[src/rtl/vending_pkg.sv]
// ----------------------------------------------------------------------------
// vending_pkg
// Shared definitions for the coin acceptor front end and the vending FSM.
//   COIN_*        : 2-bit coin codes on the acceptor -> vending FSM interface
//   acc_state_t   : coin acceptor state encoding (2'b11 is unused and
//                   recovers to WAIT_RELEASE)
// ----------------------------------------------------------------------------
package vending_pkg;

    localparam logic [1:0] COIN_NONE = 2'b00;
    localparam logic [1:0] COIN_05   = 2'b01;
    localparam logic [1:0] COIN_10   = 2'b10;

    typedef enum logic [1:0] {
        IDLE         = 2'b00,
        WAIT_RELEASE = 2'b01,
        LOCKOUT      = 2'b10
    } acc_state_t;

endpackage

[src/rtl/coin_debounce.sv]
// ----------------------------------------------------------------------------
// coin_debounce
// One coin-sensor channel: 2-flop synchronizer, debounce counter and a
// one-cycle rising-edge pulse on the debounced level.
//   clk   in  system clock
//   rst   in  synchronous active-high reset
//   raw   in  raw asynchronous sensor line
//   level out debounced level
//   rise  out one-cycle pulse, asserted in the same cycle level goes 0->1
// DEB_CYCLES must be at least 2.
// ----------------------------------------------------------------------------
module coin_debounce #(
    parameter int DEB_CYCLES = 4
) (
    input  logic clk,
    input  logic rst,
    input  logic raw,
    output logic level,
    output logic rise
);

    localparam int CW = $clog2(DEB_CYCLES + 1);

    logic          sync1_reg;
    logic          sync2_reg;
    logic          level_reg;
    logic          rise_reg;
    logic [CW-1:0] cnt_reg;

    always_ff @(posedge clk) begin
        if (rst) begin
            sync1_reg <= 1'b0;
            sync2_reg <= 1'b0;
            level_reg <= 1'b0;
            rise_reg  <= 1'b0;
            cnt_reg   <= '0;
        end else begin
            sync1_reg <= raw;
            sync2_reg <= sync1_reg;
            rise_reg  <= 1'b0;
            if (sync2_reg != level_reg) begin
                // The DEB_CYCLES-th consecutive differing sample flips the level.
                if (cnt_reg == CW'(DEB_CYCLES - 1)) begin
                    level_reg <= sync2_reg;
                    rise_reg  <= sync2_reg;
                    cnt_reg   <= '0;
                end else begin
                    cnt_reg <= cnt_reg + CW'(1);
                end
            end else begin
                cnt_reg <= '0;
            end
        end
    end

    assign level = level_reg;
    assign rise  = rise_reg;

endmodule

[src/rtl/coin_acceptor.sv]
// ----------------------------------------------------------------------------
// coin_acceptor
// Front end of the vending machine: debounces the 0.5 and 1.0 coin sensors,
// enforces spacing between coins and emits a one-cycle coin code or reject.
//   clk        in   system clock
//   rst        in   synchronous active-high reset
//   sens_05    in   raw 0.5-unit sensor, high while a coin is present
//   sens_10    in   raw 1.0-unit sensor
//   enable     in   vending FSM ready for credit (sampled in IDLE only)
//   coin       out  one-cycle coin code: 00 none, 01 = 0.5, 10 = 1.0
//   reject     out  one-cycle pulse, coin sent to the return chute
//   busy       out  high whenever the acceptor is not IDLE
//   reject_cnt out  saturating count of reject pulses
// CNT_W must hold max(DEB_CYCLES, LOCKOUT_CYCLES).
// ----------------------------------------------------------------------------
module coin_acceptor
    import vending_pkg::*;
#(
    parameter int DEB_CYCLES     = 4,
    parameter int LOCKOUT_CYCLES = 8,
    parameter int CNT_W          = 4
) (
    input  logic       clk,
    input  logic       rst,
    input  logic       sens_05,
    input  logic       sens_10,
    input  logic       enable,
    output logic [1:0] coin,
    output logic       reject,
    output logic       busy,
    output logic [7:0] reject_cnt
);

    // Channel 0 = 0.5 unit, channel 1 = 1.0 unit.
    logic [1:0] raw_vec;
    logic [1:0] level_vec;
    logic [1:0] rise_vec;

    assign raw_vec = {sens_10, sens_05};

    generate
        for (genvar gi = 0; gi < 2; gi++) begin : g_chan
            coin_debounce #(
                .DEB_CYCLES(DEB_CYCLES)
            ) u_deb (
                .clk  (clk),
                .rst  (rst),
                .raw  (raw_vec[gi]),
                .level(level_vec[gi]),
                .rise (rise_vec[gi])
            );
        end
    endgenerate

    acc_state_t       state_reg,  state_next;
    logic [CNT_W-1:0] lock_reg,   lock_next;
    logic [1:0]       coin_reg,   coin_next;
    logic             reject_reg, reject_next;
    logic [7:0]       reject_cnt_reg;

    always_ff @(posedge clk) begin
        if (rst) begin
            // Start in WAIT_RELEASE so a coin stuck in the slot at power-up,
            // or one interrupted by reset, is never credited.
            state_reg      <= WAIT_RELEASE;
            lock_reg       <= '0;
            coin_reg       <= COIN_NONE;
            reject_reg     <= 1'b0;
            reject_cnt_reg <= '0;
        end else begin
            state_reg  <= state_next;
            lock_reg   <= lock_next;
            coin_reg   <= coin_next;
            reject_reg <= reject_next;
            if (reject_next && (reject_cnt_reg != 8'hFF)) begin
                reject_cnt_reg <= reject_cnt_reg + 8'd1;
            end
        end
    end

    always_comb begin
        state_next  = state_reg;
        lock_next   = lock_reg;
        coin_next   = COIN_NONE;
        reject_next = 1'b0;

        case (state_reg)
            IDLE: begin
                if (rise_vec == 2'b11) begin
                    // Two coins at once cannot be told apart: always reject.
                    reject_next = 1'b1;
                    state_next  = WAIT_RELEASE;
                end else if (rise_vec != 2'b00) begin
                    if (enable) begin
                        coin_next = rise_vec[0] ? COIN_05 : COIN_10;
                    end else begin
                        reject_next = 1'b1;
                    end
                    state_next = WAIT_RELEASE;
                end
            end

            WAIT_RELEASE: begin
                if (level_vec == 2'b00) begin
                    lock_next  = CNT_W'(LOCKOUT_CYCLES);
                    state_next = LOCKOUT;
                end
            end

            LOCKOUT: begin
                // A new coin wins over the counter expiring in the same cycle.
                if (rise_vec != 2'b00) begin
                    reject_next = 1'b1;
                    state_next  = WAIT_RELEASE;
                end else if (lock_reg == '0) begin
                    state_next = IDLE;
                end else begin
                    lock_next = lock_reg - CNT_W'(1);
                end
            end

            default: begin
                state_next = WAIT_RELEASE;
            end
        endcase
    end

    assign coin       = coin_reg;
    assign reject     = reject_reg;
    assign busy       = (state_reg != IDLE);
    assign reject_cnt = reject_cnt_reg;

endmodule
[config.mk]
export PLATFORM = sky130hd
export DESIGN_NAME = coin_acceptor
export DESIGN_NICKNAME = d
export VERILOG_FILES = /design/src/rtl/vending_pkg.sv /design/src/rtl/coin_debounce.sv /design/src/rtl/coin_acceptor.sv
export SDC_FILE = /design/constraint.sdc
export NUM_CORES = 1
export LEC_CHECK = 0
export BUFFER_PORTS_ARGS = -buffer_cell sky130_fd_sc_hd__buf_2
export CAP_MARGIN = 10
export CORE_MARGIN = 5
export CORE_UTILIZATION = 45
export DETAILED_ROUTE_END_ITERATION = 16
export GPL_ROUTABILITY_DRIVEN = 0
export PLACE_DENSITY = 0.72
export SLEW_MARGIN = 10
export SYNTH_ARGS = -nofsm -noshare
export SYNTH_HDL_FRONTEND = slang
export SYNTH_SLANG_ARGS = --single-unit
[constraint.sdc]
create_clock -name clk -period 2.9 [get_ports clk]
set_clock_uncertainty 0.2 [all_clocks]
set_input_delay 0.145 -clock clk [delete_from_list [all_inputs] [get_ports clk]]
set_output_delay 0.145 -clock clk [all_outputs]
set_load 0.03 [all_outputs]
==> results of run 1 <==
## logic make-up after synthesis
kind of cell	after synthesis
and+or+nand+nor	67
DFF	31
AOI/OAI and AO/OA	15
buffers and inverters	15
adders and majority gates	9
xor gates and xnor gates	6
muxes	5
## synthesized netlist by cell type (3+ instances only)
cell type,number
dfxtp_1,31
nor2_1,22
inv_1,11
ha_1,9
nand2_1,8
a21oi_1,5
nor2b_1,5
xnor2_1,5
nor3_1,4
nor4b_1,4
o21a_1,4
mux2i_1,3
## routing by layer
layer  vias to the layer above  track usage  wire length [um]  part of all wire
met3                         4       0.0405               103             0.041
met4                         0       0.0609                33             0.013
met1                       499        0.151              1190              0.47
met2                        24        0.201              1190              0.47
met5                         -            0                 0                 0
li1                        557            -                 -                 -
## power breakdown
group	switching, mW	total [mW]	internal [mW]
Clock	0.155	0.247	0.0925
Sequential	0.0283	0.489	0.460
Combinational	0.169	0.309	0.140
Total	0.352	1.04	0.693
## worst max path at each step
stage	to	cells after the start
2_1_floorplan	reject_cnt[5]$_SDFFE_PP0P_	8
3_3_place_gp	reject_cnt[5]$_SDFFE_PP0P_	7
5_1_grt	reject_cnt[5]$_SDFFE_PP0P_	7
4_1_cts	reject_cnt[5]$_SDFFE_PP0P_	7
3_5_place_dp	reject_cnt[5]$_SDFFE_PP0P_	7
6_report	reject_cnt[5]$_SDFFE_PP0P_	7
## critical path: stages (launching register included)
cell and delay, ns:
dfxtp_1 0.35, inv_1 0.08, ha_1 0.35, or2b_2 0.17, a21oi_1 0.12, or2_4 0.28
nor4_1 0.31, mux2_2 0.36
## repair_timing
action,CTS,global route
endpoints found under the hold margin,4,0
hold buffers,3,0
setup endpoints to repair,0,0
setup buffers,0,0
## area by class of cell
type | instances | area (um2)
fillers | 290 | 1440
clock inverters | 3 | 20.0
inverters | 11 | 41.3
well taps | 44 | 55.1
clock buffers | 5 | 37.5
flip-flops and latches | 31 | 621
multi-input cells | 102 | 733
repair buffers | 19 | 110
==> flow_summary.json, run 1 <==
{
  "whs_path_depth": 2,
  "synth_compound_area_frac": 0.0750,
  "dieArea_um2": 4420,
  "ys_warn_count": 0,
  "cts.htree.levels": 2,
  "worstRegToRegCells": 7,
  "setup_tns_ns": 0,
  "finalPower_mw": 1.04,
  "core_um2": 3050,
  "grt.total_usage": 0.126,
  "r2r-start": "state_reg[0]$_SDFFE_PP1P_",
  "crit_fanout": 9,
  "pin_count": 17,
  "ys_seq_elements": 31,
  "holdPathEnd": "reject$_SDFF_PP0_",
  "synth_xor_area_frac": 0.0366,
  "avgRoutedWirePerCell_um": 11.7,
  "r2r_slack_ns": 0.57,
  "clk_latency_ns": 0.33,
  "place_ws_ns": 0.582,
  "leakage_nw": 0.638,
  "drcViolationCount": 0,
  "globalRouteOverflowTotal": 0,
  "placed_cell_area_um2": 1530,
  "final_cell_mix": "dfxtp_1, nor2_1, buf_2, inv_1, ha_1",
  "antenna_found_initial": 0,
  "cts_tree": "yes",
  "fp.dieW_um": 66.5,
  "max_freq_mhz": 429,
  "n_antenna_cell": 0,
  "firstDrtPassIters": 4,
  "async_flop_share": 0,
  "maxSlewViolCount": 0,
  "hold_viol": 0,
  "synth.area.mux_share": 0.0366,
  "regToRegEndpoint": "reject_cnt[5]$_SDFFE_PP0P_",
  "grt_pass1_vias": 998,
  "dpl.cell_count": 204,
  "synth_top_area_cell": "dfxtp_1",
  "worst_setup_path_end_kind": "flip-flop",
  "die_h_um": 66.5,
  "largest_register_ffs": 8,
  "worstPathArrival_ns": 2.37,
  "cts_buffer_depth": 2,
  "critPathRequiredTime_ns": 2.94,
  "start_util": 0.470,
  "crit_start": "state_reg[0]$_SDFFE_PP1P_",
  "setup_viol": 0,
  "fin_crit_ns": 2.33,
  "relSlewSlack": 0.637,
  "syn_inst": 148,
  "grt_first_pass_wirelength_mm": 4.28,
  "design_area_um2": 1620,
  "synth.avg_cell_area_um2": 9.70,
  "drt_iter0_markers": 47,
  "ant_nets": 0,
  "synth_cell_types": 40,
  "synth_top_family_by_area": "simple AND/OR/NAND/NOR gates",
  "rows": 20,
  "hp-start": "rst",
  "ys.flop_type": "dfxtp_1",
  "wirelength_mm": 2.52,
  "tightest_slew_ns": 0.539,
  "setup_ws_ns": 0.567,
  "vias": 1084,
  "holdWs_ns": 0.0280,
  "final_common_cell": "dfxtp_1",
  "maxCapViolations": 0,
  "drive_gt1_frac": 0.199,
  "nets": 184,
  "area_growth_syn_to_layout_pct": 12.7,
  "vias_per_cell": 5.04,
  "synth_edf_count": 0,
  "cts.sinks": 31,
  "cts_root_buf": "clkbuf_4",
  "dp_hpwl_mm": 1.84,
  "worst_setup_path_start_kind": "flip-flop",
  "yosysSeqAreaShare": 0.432,
  "synth_nets": 162,
  "rsz0062_at_grt": "no",
  "cts_made_buffers": 5,
  "synth.cell_area_um2": 1440,
  "synthAdderAreaFrac": 0.0785,
  "synth.top_cell.area_share": 0.432,
  "final_cells": 215,
  "cts.repair.resized": 0,
  "port_buffers": 16,
  "cellPowerDensity_nw_per_um2": 646,
  "path_class": "flip-flop to flip-flop",
  "fin_util": 0.530,
  "ir_worst_vdd_uv": 286,
  "grt_max_degree": 28,
  "status": "completed",
  "synth_area_leaders": "dfxtp_1, ha_1, nor2_1, xnor2_1, inv_1",
  "clk_pin_slew_ns": 0.11,
  "hp-class": "input port to flip-flop",
  "post-route-period-util": 0.804,
  "synthSimpleGateAreaFrac": 0.284
}
Power figures use the tool's default switching activity.
==> run 2: changes to the inputs <==
--- a/config.mk
+++ b/config.mk
@@ -5,13 +5,14 @@
 export SDC_FILE = /design/constraint.sdc
 export NUM_CORES = 1
 export LEC_CHECK = 0
+export ABC_AREA = 1
 export BUFFER_PORTS_ARGS = -buffer_cell sky130_fd_sc_hd__buf_2
 export CAP_MARGIN = 10
 export CORE_MARGIN = 5
 export CORE_UTILIZATION = 45
 export DETAILED_ROUTE_END_ITERATION = 16
 export GPL_ROUTABILITY_DRIVEN = 0
-export PLACE_DENSITY = 0.72
+export PLACE_DENSITY = 0.74
 export SLEW_MARGIN = 10
 export SYNTH_ARGS = -nofsm -noshare
 export SYNTH_HDL_FRONTEND = slang
==> constraint.sdc (replaced) <==
create_clock -name clk -period 2 [get_ports clk]
set_clock_uncertainty 0.2 [all_clocks]
set_input_delay 0.1 -clock clk [delete_from_list [all_inputs] [get_ports clk]]
set_output_delay 0.1 -clock clk [all_outputs]
set_load 0.03 [all_outputs]
==> run 2 against run 1 <==
Critical path depth up 1; register-to-register slack worse by 0.23 ns; combinational power up 37%; utilization up 0.99 points; maximum frequency up 40%; final area up 9.6%; critical endpoint is now lock_reg[1]$_SDFFE_PP0P_; largest cell class unchanged.
==> flow_summary.json, run 2 <==
{
  "status": "completed",
  "synth.cell_area_um2": 1500,
  "cts_hold_buf": 6,
  "worst_setup_path_start_kind": "flip-flop",
  "nets": 245,
  "ant_nets": 0,
  "clockPowerShare": 0.313,
  "final_common_cell": "nand2_1",
  "globalRouteOverflowTotal": 0,
  "vias_per_cell": 4.65,
  "switching_share": 0.313,
  "clk_pin_slew_ns": 0.10,
  "drive_gt1_frac": 0.159,
  "synth.avg_cell_area_um2": 7.34,
  "path_class": "flip-flop to flip-flop",
  "worstPathArrival_ns": 1.70,
  "port_buffers": 16,
  "worst_setup_path_end_kind": "flip-flop",
  "r2r-start": "state_reg[0]$_SDFFE_PP1P_",
  "async_flop_share": 0,
  "start_util": 0.456,
  "cellPowerDensity_nw_per_um2": 919,
  "antenna_found_initial": 0,
  "grt_first_pass_wirelength_mm": 4.89,
  "dp_hpwl_mm": 1.94,
  "critPathMaxStageDelay_ns": 0.36,
  "dieArea_um2": 4580,
  "maxCapViolations": 0,
  "r2r_slack_ns": 0.34,
  "setup_viol": 0,
  "cp_common_cell": "nand2_1",
  "clk_latency_ns": 0.34,
  "firstDrtPassIters": 4,
  "synth.top_cell.area_share": 0.414,
  "hp-class": "flip-flop to flip-flop",
  "vias": 1292,
  "drt_iter0_markers": 105,
  "design_area_um2": 1770,
  "dpl.cell_count": 264,
  "crit_fanout": 5,
  "cts_setup_buffers": 0,
  "largest_register_ffs": 8,
  "whs_path_depth": 2,
  "synth_area_leaders": "dfxtp_1, nand2_1, inv_1, ha_1, nor2_1",
  "cts.sinks": 31,
  "ir_worst_vdd_uv": 480,
  "n_antenna_cell": 0,
  "pin_count": 17,
  "cts_buffer_depth": 2,
  "fillCellCount": 316,
  "post-route-period-util": 0.831,
  "placed_cell_area_um2": 1630,
  "avgRoutedWirePerCell_um": 9.79,
  "grt.total_usage": 0.146,
  "grt_pass1_vias": 1147,
  "leakage_nw": 0.828,
  "hp-start": "g_chan[1].u_deb.sync1_reg$_SDFF_PP0_",
  "maxSlewViolCount": 0,
  "drcViolationCount": 0,
  "ys_seq_elements": 31,
  "tightest_slew_ns": 0.366,
  "yosysSeqAreaShare": 0.414,
  "syn_inst": 204,
  "yosysMostFrequentCell": "nand2_1",
  "hold_viol": 0,
  "ys_top_cells_by_count": "nand2_1, inv_1, dfxtp_1",
  "cts.repair.resized": 0,
  "cts_tree": "yes",
  "ys.flop_type": "dfxtp_1",
  "ys_warn_count": 0,
  "synth_nets": 218,
  "rows": 21,
  "max_freq_mhz": 602,
  "regToRegEndpoint": "lock_reg[1]$_SDFFE_PP0P_",
  "combinationalPowerShare": 0.259,
  "p_sw_mw": 0.510,
  "cts_made_buffers": 5,
  "crit_family": "flip-flops",
  "core_um2": 3280,
  "holdWs_ns": 0.210,
  "area_growth_syn_to_layout_pct": 18.4,
  "intPower_mw": 1.12,
  "synth_cell_types": 24,
  "power.share.sequential": 0.429,
  "wirelength_mm": 2.72,
  "holdPathEnd": "g_chan[1].u_deb.sync2_reg$_SDFF_PP0_",
  "cts_root_buf": "clkbuf_4",
  "relSlewSlack": 0.756,
  "critPathRequiredTime_ns": 2.04,
  "final_cell_mix": "nand2_1, inv_1, dfxtp_1, nor2_1, buf_2",
  "synth_edf_count": 0,
  "grt_max_degree": 21,
  "crit_chain": "inv_1 > ha_1 > inv_1 > nand2_1 > nand2_1 > nand2_1 > o21ai_1 > nor2_1",
  "worstRegToRegCells": 8,
  "critPathSlowestCell": "dfxtp_1",
  "fp.dieW_um": 67.7,
  "final_cells": 278,
  "cts.htree.levels": 2,
  "synth_top_area_cell": "dfxtp_1",
  "die_h_um": 67.7,
  "rsz0062_at_grt": "no",
  "setup_tns_ns": 0,
  "critPathBufInv": 2,
  "fin_crit_ns": 1.66
}
==> run 2: cell count changes in the layout (fill, tap and decap cells not counted), sizes merged, moves of 6 or more <==
cell and delta:
inv +24, nor2 +6, nand3 +15, a21oi +10
o21ai +8, nand2 +42
==> run 2: layout make-up <==
type / instances / area [um2] / area share
inverter: 35 / 131 / 0.0741
sequential: 31 / 621 / 0.350
tap: 46 / 57.6 / 0.0325
clock inverter: 2 / 35.0 / 0.0198
clock buffer: 6 / 51.3 / 0.0289
multi-input combinational: 136 / 737 / 0.416
timing repair buffer: 22 / 140 / 0.0790
==> run 2: stage by stage <==
step	total power, mW	setup slack [ns]	util
6_report	1.63	0.339	0.540
5_1_grt	1.76	0.200	0.540
3_5_place_dp	1.13	0.367	0.495
3_3_place_gp	1.12	0.401	0.495
2_1_floorplan	1.04	0.312	-
4_1_cts	1.65	0.327	0.540
==> run 2: worst register-to-register path: stages, from the launching register on <==
cell	delay, ns
dfxtp_1	0.36
inv_1	0.07
ha_1	0.28
inv_1	0.15
nand2_1	0.10
nand2_1	0.09
nand2_1	0.11
o21ai_1	0.14
nor2_1	0.05
==> run 2: cell families (layout without fill, tap and decap cells) <==
| family | count (synthesis) | after routing | share of synthesized area |
|---|---|---|---|
| and+or+nand+nor | 100 | 100 | 0.311 |
| AOI/OAI and AO/OA | 26 | 26 | 0.100 |
| DFF | 31 | 31 | 0.414 |
| buffers and inverters | 37 | 65 | 0.0936 |
| xor gates and xnor gates | 1 | 1 | 0.00585 |
| adders and majority gates | 9 | 9 | 0.0752 |
==> run 2: how the worst max path moves through the flow <==
stage                                    start                         end  slack, ns  depth (start not counted)
floorplan           reject_cnt[0]$_SDFFE_PP0P_  reject_cnt[5]$_SDFFE_PP0P_       0.31                          7
global placement     state_reg[0]$_SDFFE_PP1P_    lock_reg[1]$_SDFFE_PP0P_       0.40                          8
detailed placement   state_reg[0]$_SDFFE_PP1P_    lock_reg[1]$_SDFFE_PP0P_       0.37                          8
CTS                  state_reg[0]$_SDFFE_PP1P_                        busy       0.33                          4
global route         state_reg[0]$_SDFFE_PP1P_    lock_reg[1]$_SDFFE_PP0P_       0.20                          8
finish               state_reg[0]$_SDFFE_PP1P_    lock_reg[1]$_SDFFE_PP0P_       0.34                          8
==> run 2: layer usage <==
| layer | wire (um) | vias to the layer above | track usage |
|---|---|---|---|
| li1 | - | 697 | - |
| met1 | 1230 | 568 | 0.166 |
| met2 | 1310 | 22 | 0.242 |
| met3 | 133 | 5 | 0.0599 |
| met4 | 48 | 0 | 0.0608 |
| met5 | 0 | - | 0 |
==> run 2: power by group through the flow <==
stage	clock network, mW	logic [mW]	registers, mW
6_report	0.509	0.422	0.698
5_1_grt	0.557	0.498	0.705
4_1_cts	0.528	0.426	0.699
3_5_place_dp	0	0.418	0.713
3_3_place_gp	0	0.408	0.712
2_1_floorplan	0	0.336	0.706
==> run 3: changes to the inputs <==
--- a/config.mk
+++ b/config.mk
@@ -12,7 +12,7 @@
 export CORE_UTILIZATION = 45
 export DETAILED_ROUTE_END_ITERATION = 16
 export GPL_ROUTABILITY_DRIVEN = 0
-export PLACE_DENSITY = 0.74
+export PLACE_DENSITY = 0.72
 export SLEW_MARGIN = 10
 export SYNTH_ARGS = -nofsm -noshare
 export SYNTH_HDL_FRONTEND = slang
==> constraint.sdc (replaced) <==
create_clock -name clk -period 1.6 [get_ports clk]
set_clock_uncertainty 0.2 [all_clocks]
set_input_delay 0.08 -clock clk [delete_from_list [all_inputs] [get_ports clk]]
set_output_delay 0.08 -clock clk [all_outputs]
set_load 0.03 [all_outputs]
==> run 3 against run 2 <==
Utilization grew 4.0 points; largest cell class unchanged; combinational power up 70%; global-route usage down 1.2 points; clock-buffer cell count unchanged; sequential cell count unchanged; sequential power is 28% higher; non-clock buffer count increased by 3; register-to-register slack got worse by 0.26 ns; largest power group unchanged.
==> flow_summary.json, run 3 (synthesis gave the netlist of run 2 again) <==
{
  "status": "completed",
  "cts.sinks": 31,
  "fp.dieW_um": 67.7,
  "ir_worst_vdd_uv": 541,
  "worst_setup_path_start_kind": "flip-flop",
  "drive_gt1_frac": 0.255,
  "post-route-period-util": 0.951,
  "final_cell_mix": "nand2_1, inv_1, dfxtp_1, nor2_1, buf_2",
  "critPathBufInv": 2,
  "final_common_cell": "nand2_1",
  "path_class": "flip-flop to flip-flop",
  "max_freq_mhz": 657,
  "drt_iter0_markers": 66,
  "finalPower_mw": 2.36,
  "drcViolationCount": 0,
  "critPathRequiredTime_ns": 1.61,
  "leakage_nw": 0.870,
  "core_um2": 3280,
  "die_h_um": 67.7,
  "grt.total_usage": 0.135,
  "clk_latency_ns": 0.32,
  "dp_hpwl_mm": 1.98,
  "worstPathArrival_ns": 1.53,
  "hold_viol": 0,
  "grt_pass1_vias": 1180,
  "crit_fanout": 4,
  "cellPowerDensity_nw_per_um2": 1240,
  "port_buffers": 16,
  "maxCapViolations": 0,
  "setup_viol": 0,
  "cts_buffer_depth": 2,
  "place_ws_ns": 0.0270,
  "cts_tree": "yes",
  "fin_crit_ns": 1.52,
  "wirelength_mm": 2.86,
  "largest_register_ffs": 8,
  "crit_chain": "inv_2 > ha_2 > o21ai_2 > nand2_2 > inv_2 > nand2_2 > o21ai_2 > nor2_1",
  "grt_first_pass_wirelength_mm": 4.69,
  "cts.htree.levels": 2,
  "ant_nets": 0,
  "cts_made_buffers": 5,
  "firstDrtPassIters": 4,
  "nets": 248,
  "clk_pin_slew_ns": 0.10,
  "worst_setup_path_end_kind": "flip-flop",
  "avgRoutedWirePerCell_um": 10.2,
  "relSlewSlack": 0.821,
  "globalRouteOverflowTotal": 0,
  "hp-class": "flip-flop to flip-flop",
  "start_util": 0.456,
  "dieArea_um2": 4580,
  "n_antenna_cell": 0,
  "crit_family": "flip-flops",
  "cts_root_buf": "clkbuf_4",
  "antenna_found_initial": 0,
  "setup_ws_ns": 0.0784,
  "pin_count": 17,
  "setup_tns_ns": 0,
  "maxSlewViolCount": 0,
  "vias": 1321,
  "tightest_slew_ns": 0.267,
  "area_growth_syn_to_layout_pct": 27.2,
  "rows": 21,
  "cts_setup_buffers": 0,
  "vias_per_cell": 4.70,
  "grt_max_degree": 16,
  "critPathMaxStageDelay_ns": 0.38,
  "critPathSlowestCell": "dfxtp_2"
}
## run 3: worst paths after layout
check,endpoint,slack [ns],depth (start not counted),from
max,lock_reg[0]$_SDFFE_PP0P_,0.08,8,state_reg[1]$_SDFFE_PP0P_
min,g_chan[1].u_deb.sync2_reg$_SDFF_PP0_,0.21,2,g_chan[1].u_deb.sync1_reg$_SDFF_PP0_
max reg2reg,lock_reg[0]$_SDFFE_PP0P_,0.08,8,state_reg[1]$_SDFFE_PP0P_
min reg2reg,g_chan[1].u_deb.sync2_reg$_SDFF_PP0_,0.21,2,g_chan[1].u_deb.sync1_reg$_SDFF_PP0_
## run 3: metal layers
layer  GRT usage  vias to the layer above  wire (um)
li1            -                      706          -
met1       0.165                      591       1290
met2       0.219                       19       1410
met3      0.0416                        5        130
met4      0.0532                        0         26
met5           0                        -          0
## run 3: worst reg2reg max path: stages, from the launching register on
cell and delay [ns]:
dfxtp_2 0.38, inv_2 0.07, ha_2 0.20, o21ai_2 0.10
nand2_2 0.12, inv_2 0.08, nand2_2 0.08, o21ai_2 0.15
nor2_1 0.05
## run 3: layout make-up
class,instances,area [um2]
Fill cell,311,1380
Multi-Input combinational cell,136,826
Sequential cell,31,627
Timing Repair Buffer,25,163
Inverter,35,131
Clock inverter,2,60.1
Tap cell,46,57.6
Clock buffer,6,41.3
## run 3: power breakdown
group | switching (mW) | leakage [nW] | internal (mW)
clock network | 0.260 | 0.0525 | 0.488
logic | 0.417 | 0.564 | 0.299
registers | 0.0539 | 0.253 | 0.839
## run 3: repair_timing
action                                  4_1_cts  5_1_grt
hold buffers                                  6        0
endpoints found under the hold margin        12        0
endpoints found under the setup margin        0       14
resized for setup                             0       24
## run 3: through the flow
step           hold slack (ns)  std cells  utilization  instance area, um2
2_1_floorplan          -0.0130        204            -                1500
3_3_place_gp            0.0829        267        0.503                1650
3_5_place_dp            0.0882        267        0.503                1650
4_1_cts                  0.212        281        0.552                1810
5_1_grt                  0.238        281        0.580                1910
6_report                 0.208        281        0.580                1910
